--- src/rtl/cmd_pkg.sv ---
// Command-path types shared by the frame parser, dispatcher and response FIFO.
package cmd_pkg;

    typedef struct packed {
        logic [7:0] opcode;
        logic [7:0] addr;
        logic [7:0] data;
    } cmd_packet_t;

    localparam logic [7:0] OP_READ  = 8'h01;
    localparam logic [7:0] OP_WRITE = 8'h02;

    typedef enum logic [2:0] {
        ST_IDLE,
        ST_OPCODE,
        ST_ADDR,
        ST_DATA,
        ST_CSUM
    } parser_state_t;

    function automatic logic is_valid_op(input logic [7:0] op);
        return (op == OP_READ) || (op == OP_WRITE);
    endfunction

endpackage

--- src/rtl/cmd_frame_parser.sv ---
// Turns the UART RX byte stream (SOF, opcode, addr, data, csum) into cmd_fifo writes,
// discarding and counting malformed, timed-out, aborted or overflowing frames.
module cmd_frame_parser
    import cmd_pkg::*;
#(
    parameter int unsigned TIMEOUT_CYCLES = 1_000_000,
    parameter logic [7:0]  SOF_BYTE       = 8'hA5
) (
    input  logic        clk,
    input  logic        rst,
    input  logic [7:0]  rx_byte,
    input  logic        rx_valid,
    input  logic        rx_frame_err,
    input  logic        cmd_full,
    output cmd_packet_t cmd_wr_data,
    output logic        cmd_wr_en,
    output logic        err_pulse,
    output logic [7:0]  err_count
);

    localparam int unsigned TW = $clog2(TIMEOUT_CYCLES + 1);
    localparam logic [TW-1:0] TMO_LIMIT = TW'(TIMEOUT_CYCLES);

    parser_state_t state_q;
    logic [TW-1:0] tmo_q;
    logic [7:0]    csum_q;
    cmd_packet_t   pkt_q;
    cmd_packet_t   wr_data_q;
    logic          wr_en_q;
    logic          err_pulse_q;
    logic [7:0]    err_count_q;

    logic in_frame_d;
    logic byte_d;
    logic abort_d;
    logic tmo_hit_d;
    logic bad_op_d;
    logic csum_ok_d;
    logic bad_csum_d;
    logic err_d;
    logic wr_d;

    // A frame error in the same cycle as a byte wins: the byte is dropped.
    assign in_frame_d = (state_q != ST_IDLE);
    assign byte_d     = rx_valid && !rx_frame_err;
    assign abort_d    = in_frame_d && rx_frame_err;
    assign tmo_hit_d  = in_frame_d && !rx_valid && (tmo_q == TMO_LIMIT);
    assign bad_op_d   = byte_d && (state_q == ST_OPCODE) && !is_valid_op(rx_byte);
    assign csum_ok_d  = (rx_byte == csum_q);
    assign bad_csum_d = byte_d && (state_q == ST_CSUM) && (!csum_ok_d || cmd_full);
    assign err_d      = abort_d || tmo_hit_d || bad_op_d || bad_csum_d;
    assign wr_d       = byte_d && (state_q == ST_CSUM) && csum_ok_d && !cmd_full;

    always_ff @(posedge clk) begin
        if (rst) begin
            state_q     <= ST_IDLE;
            tmo_q       <= '0;
            csum_q      <= '0;
            pkt_q       <= '0;
            wr_data_q   <= '0;
            wr_en_q     <= 1'b0;
            err_pulse_q <= 1'b0;
            err_count_q <= '0;
        end else begin
            wr_en_q     <= wr_d;
            err_pulse_q <= err_d;
            if (err_d && (err_count_q != 8'hFF)) begin
                err_count_q <= err_count_q + 8'd1;
            end
            if (wr_d) begin
                wr_data_q.opcode <= pkt_q.opcode;
                wr_data_q.addr   <= pkt_q.addr;
                wr_data_q.data   <= (pkt_q.opcode == OP_READ) ? 8'h00 : pkt_q.data;
            end

            if (state_q == ST_IDLE) begin
                csum_q <= '0;
            end

            if (err_d) begin
                state_q <= ST_IDLE;
                tmo_q   <= '0;
            end else begin
                if (byte_d) begin
                    tmo_q <= '0;
                end else if (in_frame_d) begin
                    tmo_q <= tmo_q + 1'b1;
                end

                if (byte_d) begin
                    unique case (state_q)
                        ST_IDLE: begin
                            if (rx_byte == SOF_BYTE) begin
                                state_q <= ST_OPCODE;
                            end
                        end
                        ST_OPCODE: begin
                            pkt_q.opcode <= rx_byte;
                            csum_q       <= csum_q ^ rx_byte;
                            state_q      <= ST_ADDR;
                        end
                        ST_ADDR: begin
                            pkt_q.addr <= rx_byte;
                            csum_q     <= csum_q ^ rx_byte;
                            state_q    <= ST_DATA;
                        end
                        ST_DATA: begin
                            pkt_q.data <= rx_byte;
                            csum_q     <= csum_q ^ rx_byte;
                            state_q    <= ST_CSUM;
                        end
                        ST_CSUM: begin
                            state_q <= ST_IDLE;
                        end
                        default: begin
                            state_q <= ST_IDLE;
                        end
                    endcase
                end
            end
        end
    end

    assign cmd_wr_data = wr_data_q;
    assign cmd_wr_en   = wr_en_q;
    assign err_pulse   = err_pulse_q;
    assign err_count   = err_count_q;

endmodule

--- config.mk ---
export PLATFORM = sky130hd
export DESIGN_NAME = cmd_frame_parser
export DESIGN_NICKNAME = d
export VERILOG_FILES = /design/src/rtl/cmd_pkg.sv /design/src/rtl/cmd_frame_parser.sv
export SDC_FILE = /design/constraint.sdc
export NUM_CORES = 1
export LEC_CHECK = 0
export ABC_CLOCK_PERIOD_IN_PS = 3100
export BUFFER_PORTS_ARGS = -buffer_cell sky130_fd_sc_hd__clkbuf_2
export CELL_PAD_IN_SITES_DETAIL_PLACEMENT = 1
export CELL_PAD_IN_SITES_GLOBAL_PLACEMENT = 2
export CORE_MARGIN = 1
export CORE_UTILIZATION = 35
export DETAILED_ROUTE_END_ITERATION = 8
export PLACE_DENSITY_LB_ADDON = 0.25
export SYNTH_ARGS = -nofsm -noshare
export SYNTH_HDL_FRONTEND = slang
export SYNTH_SLANG_ARGS = --single-unit
export TNS_END_PERCENT = 50
--- constraint.sdc ---
create_clock -name clk -period 3.1 [get_ports clk]
set_input_delay 0.93 -clock clk [delete_from_list [all_inputs] [get_ports clk]]
set_output_delay 0.93 -clock clk [all_outputs]
set_load 0.005 [all_outputs]
* Word-level counts from Yosys, hierarchy flattened
Cells that the tools add are included.
Word-level totals: memories kept 0, output and inout port bits 34, logic and storage cells 65, RAM bits 0, bits in registers 89, ROM bits 0, latch bits 0
Operators by class: equal/unequal tests 12, $lt $le $gt $ge 0, multiplexer cells 7, bitwise gates (word level) 2, add/sub/neg operators 2, reductions and logical operators 30, $mul 0, div/mod/pow operators 0, shift operators 0
Operator list (count):
- 8-bit two-way mux | 5
- 20-bit by 1-bit adder with 20-bit output, second input constant | 1
- 20-bit == test, second input constant | 1
- 8-bit by 1-bit == test with 1-bit output, second input constant | 2
- 3-bit case mux with 4 select lines | 1
- 1-bit logical AND | 11
- 3-bit AND reduction | 3
- 8-bit by 1-bit adder with 8-bit output, second input constant | 1
- 8-bit by 2-bit == test with 1-bit output, second input constant | 1
- 8-bit == test | 1
- 8-bit == test, second input constant | 1
- 8-bit != test, second input constant | 1
- 8-bit XOR | 1
- 3-bit by 2-bit == test with 1-bit output, second input constant | 2
- 3-bit OR reduction | 2
- 1-bit logical NOT | 5
- 1-bit logical OR | 5
- 3-bit by 1-bit == test with 1-bit output, second input constant | 1
- 3-bit == test, second input constant | 1
- 3-bit logical NOT | 1
- 3-bit two-way mux | 1
- 3-bit nonzero test | 1
- 2-bit by 1-bit != test with 1-bit output, second input constant | 1
- 2-bit AND reduction | 1
- other kinds (2) | 2

* Depth between registers and ports, before layout
depth in word-level cells 8, mapped depth 8, gate-level depth less buffers 7

* Worst setup path after synthesis
OpenSTA, ideal clock, no wires.
path type input -> register, from input rx_byte[0], to register err_count_q[6] (netlist: err_count[6]), data required time 2.981 ns, arrival 2.352 ns, slack 0.629 ns, stages 8, path through buf_2 xor2_1 nor4_1 a31oi_1 nor3_2 buf_4 nor2_1 o221a_1
On the way: word-level cells in the longest chain between the ends 7, elaborated cells on any way between the ends 12, those cells by class eq/ne: 3; reduce/logical: 9
RTL lines:
- from (decl) | RTL line cmd_frame_parser.sv:11 | input logic [7:0] rx_byte,
- 8-bit by 1-bit == test with 1-bit output / 8-bit by 2-bit == test with 1-bit output (equally long branches) | RTL line cmd_pkg.sv:22 | return (op == OP_READ) || (op == OP_WRITE);
- 1-bit logical OR | RTL line cmd_pkg.sv:22
- 1-bit logical NOT | RTL line cmd_frame_parser.sv:48 | assign bad_op_d = byte_d && (state_q == ST_OPCODE) && !is_valid_op(rx_byte);
- 1-bit logical AND | RTL line cmd_frame_parser.sv:48
- 1-bit logical OR | RTL line cmd_frame_parser.sv:51 | assign err_d = abort_d || tmo_hit_d || bad_op_d || bad_csum_d;
- 1-bit logical OR * | RTL line cmd_frame_parser.sv:51
- 1-bit logical AND * | RTL line cmd_frame_parser.sv:67 | if (err_d && (err_count_q != 8'hFF)) begin
- to (signal assigned) | RTL line cmd_frame_parser.sv:68 | err_count_q <= err_count_q + 8'd1;
- to (decl) | RTL line cmd_frame_parser.sv:31 | logic [7:0] err_count_q;
Every way passes the cells marked *; elsewhere a longest branch is shown, timed or not. A chain may end at the register's enable or synchronous reset.

* Final worst setup path
from input rx_byte[5], to register err_count_q[7] (netlist: err_count[7])
Same word-level chain as after synthesis.

==> metrics.md <==
| Metric | Value |
|---|---|
| Pwr Total | `just under 2 mW` |
| Clock-pin transition on the worst setup and hold timing paths | `~90 ps` |
| Peak VDD IR | `0.210 mV` |
| Worst setup SP type | `primary input` |
| Initial Util | `0.366` |
| Syn_area_per_cell | `about 9 µm²` |
| Yosys warns | `0` |
| Post-synthesis sequential area ratio | `0.466` |
| Largest net degree at the start of global routing | `34` |
| Ys async rst share | `0` |
| I/O pin cnt | `47` |
| Crit share post-route | `0.813` |
| GRT Total Usage | `0.176` |
| Drt total wl | `9170 µm` |
| Synth-to-Final Area Change | `14.0%` |
| First-pass GRT wire length | `about 16000 µm` |
| Fin. max-slew vios | `0` |
| Cell taking the most area after synthesis | `dfxtp_1` |
| Mapped Nets | `approximately 450` |
| # diodes | `0` |
| Die ar. | `roughly 0.011 mm²` |
| Share of layout cells above drive strength 1 | `0.168` |
| Timing-limited maximum frequency | `slightly below 0.4 GHz` |
| Hold_sp | `pkt_q[8]` |
| Slew headroom | `0.563` |
| Post-cts repair resize count | `0` |
| WHS Endpoint | `pkt_q[8]` |
| Setup crit start | `rx_byte[5]` |
| Top cells by count, synth | `dfxtp_1, nor2_1, nand2_1` |
| Main combinational cell family by area after synthesis | `simple AND/OR/NAND/NOR gates` |
| Via density | `roughly 5` |
| Arr. time, crit path | `approximately 2800 ps` |
| Share of the synthesized area in the top cell type | `0.466` |
| Clock Skew | `about 8.5 ps` |
| R2R Path End | `err_count[3]` |
| Synth Area in Compound Gates | `0.0913` |
| Hold Path Cell Cnt | `2` |
| Worst min path class | `reg -> reg` |
| Port buffer count | `46` |
| Required time of the critical path | `around 3400 ps` |
| Post-CTS setup buffers | `0` |
| GP Congestion | `0.740` |
| DR DRC count | `0` |
| Setup_tns | `0 ps` |
| Nets@finish | `roughly 500` |
| CTS sink cnt | `89` |
| Worst reg2reg setup slack | `approximately 900 ps` |
| Final hold violations | `0` |
| Simple-Gate Fraction of Synth Area | `0.277` |
| Worst Setup End Kind | `flop` |
| Row count | `37` |
| FF+latch count, synth | `89` |
| Least-Margin Pin Slew | `651 ps` |
| Max Cap Violations | `0` |
| WL/cell | `15.0 µm` |
| Top cells by area, synth | `dfxtp_1, nor2_1, mux2i_1, nand2_1, xor2_1` |
| Synthesized area | `~0.0038 mm²` |
| Cell Area, Placed | `approximately 0.0042 mm²` |
| RSZ-0062 raised after global routing | `no` |
| Adder-Cell Fraction of Synth Area | `0.00981` |
| Critical path type | `in -> reg` |
| Post-synth top flop | `dfxtp_1` |
| Die W | `about 110 µm` |
| CTS tree | `yes` |
| Status | `finished clean` |
| Worst skew pair latency | `between 300 and 400 ps` |
| FF-to-FF path depth | `7` |
| Most common cell in the netlist | `dfxtp_1` |
| Vias | `3052` |
| CP max FO | `12` |
| Initial antenna violation count | `0` |
| ANT nets after route | `0` |
| Fin area | `approximately 0.0044 mm²` |
| TritonCTS Buffers | `9` |
| Remaining global-route overflow | `0` |
| Core area | `between 0.01 and 0.015 mm²` |
| Final setup viols | `0` |
| Clock Tree Root | `clkbuf_8` |
| Cell area power density | `roughly 440 mW/mm²` |
| 1st-iter DRT viols | `about 100` |
| Post-synth EDFFs | `0` |
| Tmin final | `between 2000 and 3000 ps` |
| Gate Count Post-Synth | `between 400 and 500` |
| CTS max path bufs | `2` |
| Synth Area in XOR/XNOR | `0.0550` |
| Pleak | `1.77 nW` |
| TritonRoute pass-1 iters | `4` |
| H-tree depth | `3` |
| CTS Hold Buffers Added | `0` |
| Post-synthesis mux area share | `0.0710` |
| Unique masters post-synth | `46` |
| Reg-to-reg startpoint | `tmo_q[2]` |
| HPWL after DPL | `around 6600 µm` |
| Die height | `between 100 and 150 µm` |
| Number of global-route vias before repair | `a little over 3000` |
==> cells by family (layout without fill, tap and decap cells) <==
family,count (synthesis),after routing
AOI/OAI and AO/OA,50,50
xor gates and xnor gates,24,24
adders and majority gates,3,3
buffers and inverters,26,74
DFF,89,89
muxes,27,27
and+or+nand+nor,210,210
==> final cells by class <==
cell class                 count  area, µm²
clock buffer                  10        138
inverter                       5       18.8
tap                          136        170
sequential                    89       1780
clock inverter                 5       32.5
timing repair buffer          54        290
fill                        1257       6100
multi-input combinational    314       1930
==> how the worst max path moves through the flow <==
stage	endpoint	slack (ps)	cells after the start
after detailed placement	err_count[0]	170	8
after floorplan	err_count[6]	630	8
after CTS	err_count[7]	550	8
after global routing	err_count[7]	410	8
final	err_count[7]	580	8
after global placement	err_count[0]	190	8
==> stage by stage <==
stage	worst slack, ps	cells	utilization	hold WS (ps)
floorplan	629	429	-	436
global placement	190	598	0.400	449
detailed placement	169	598	0.400	451
CTS	554	613	0.417	461
global route	407	613	0.417	484
finish	578	613	0.417	457
==> state kept, by name, indices dropped and copies added (netlist names) <==
register,flops
err_count,8
tmo_q,20
cmd_wr_data,24
csum_q,8
pkt_q,24
state_q,3
err_pulse,1
cmd_wr_en,1
==> cells in the final DEF (no fill, tap or decap), types with 5 or more instances in the layout <==
cell type / Yosys / routed
a21oi_1: 25 / 25
a221o_1: 5 / 5
and2_1: 7 / 7
and3_1: 7 / 7
and3b_1: 5 / 5
buf_4: 2 / 8
clkbuf_2: 0 / 46
clkbuf_8: 0 / 10
dfxtp_1: 89 / 89
inv_1: 5 / 5
mux2i_1: 26 / 26
nand2_1: 39 / 39
nand3_1: 17 / 17
nand4_1: 5 / 5
nor2_1: 83 / 83
nor2b_1: 15 / 15
nor3_1: 7 / 7
nor4_1: 8 / 8
o21ai_0: 5 / 5
xnor2_1: 8 / 8
xor2_1: 16 / 16
==> power breakdown <==
group | leakage, nW | switching (mW) | internal [mW] | total [mW]
clock network | 0.0802 | 0.415 | 0.306 | 0.721
logic | 0.978 | 0.0464 | 0.0172 | 0.0636
registers | 0.716 | 0.000294 | 1.14 | 1.14
==> worst max-delay path, cell delays in order <==
cell      delay (ps)
clkbuf_2         180
xor2_1           200
nor4_1           460
a31oi_1          240
nor3_2           310
buf_4            230
o311ai_0         150
o41ai_1           90
==> layer usage <==
layer  global-route usage  vias to the layer above  part of all wire
li1                     -                     1558                 -
met1                0.247                     1446              0.53
met2                0.266                       40              0.43
met3               0.0435                        8             0.028
met4               0.0528                        0             0.013
met5                    0                        -                 0
(Power assumes the default switching activity.)
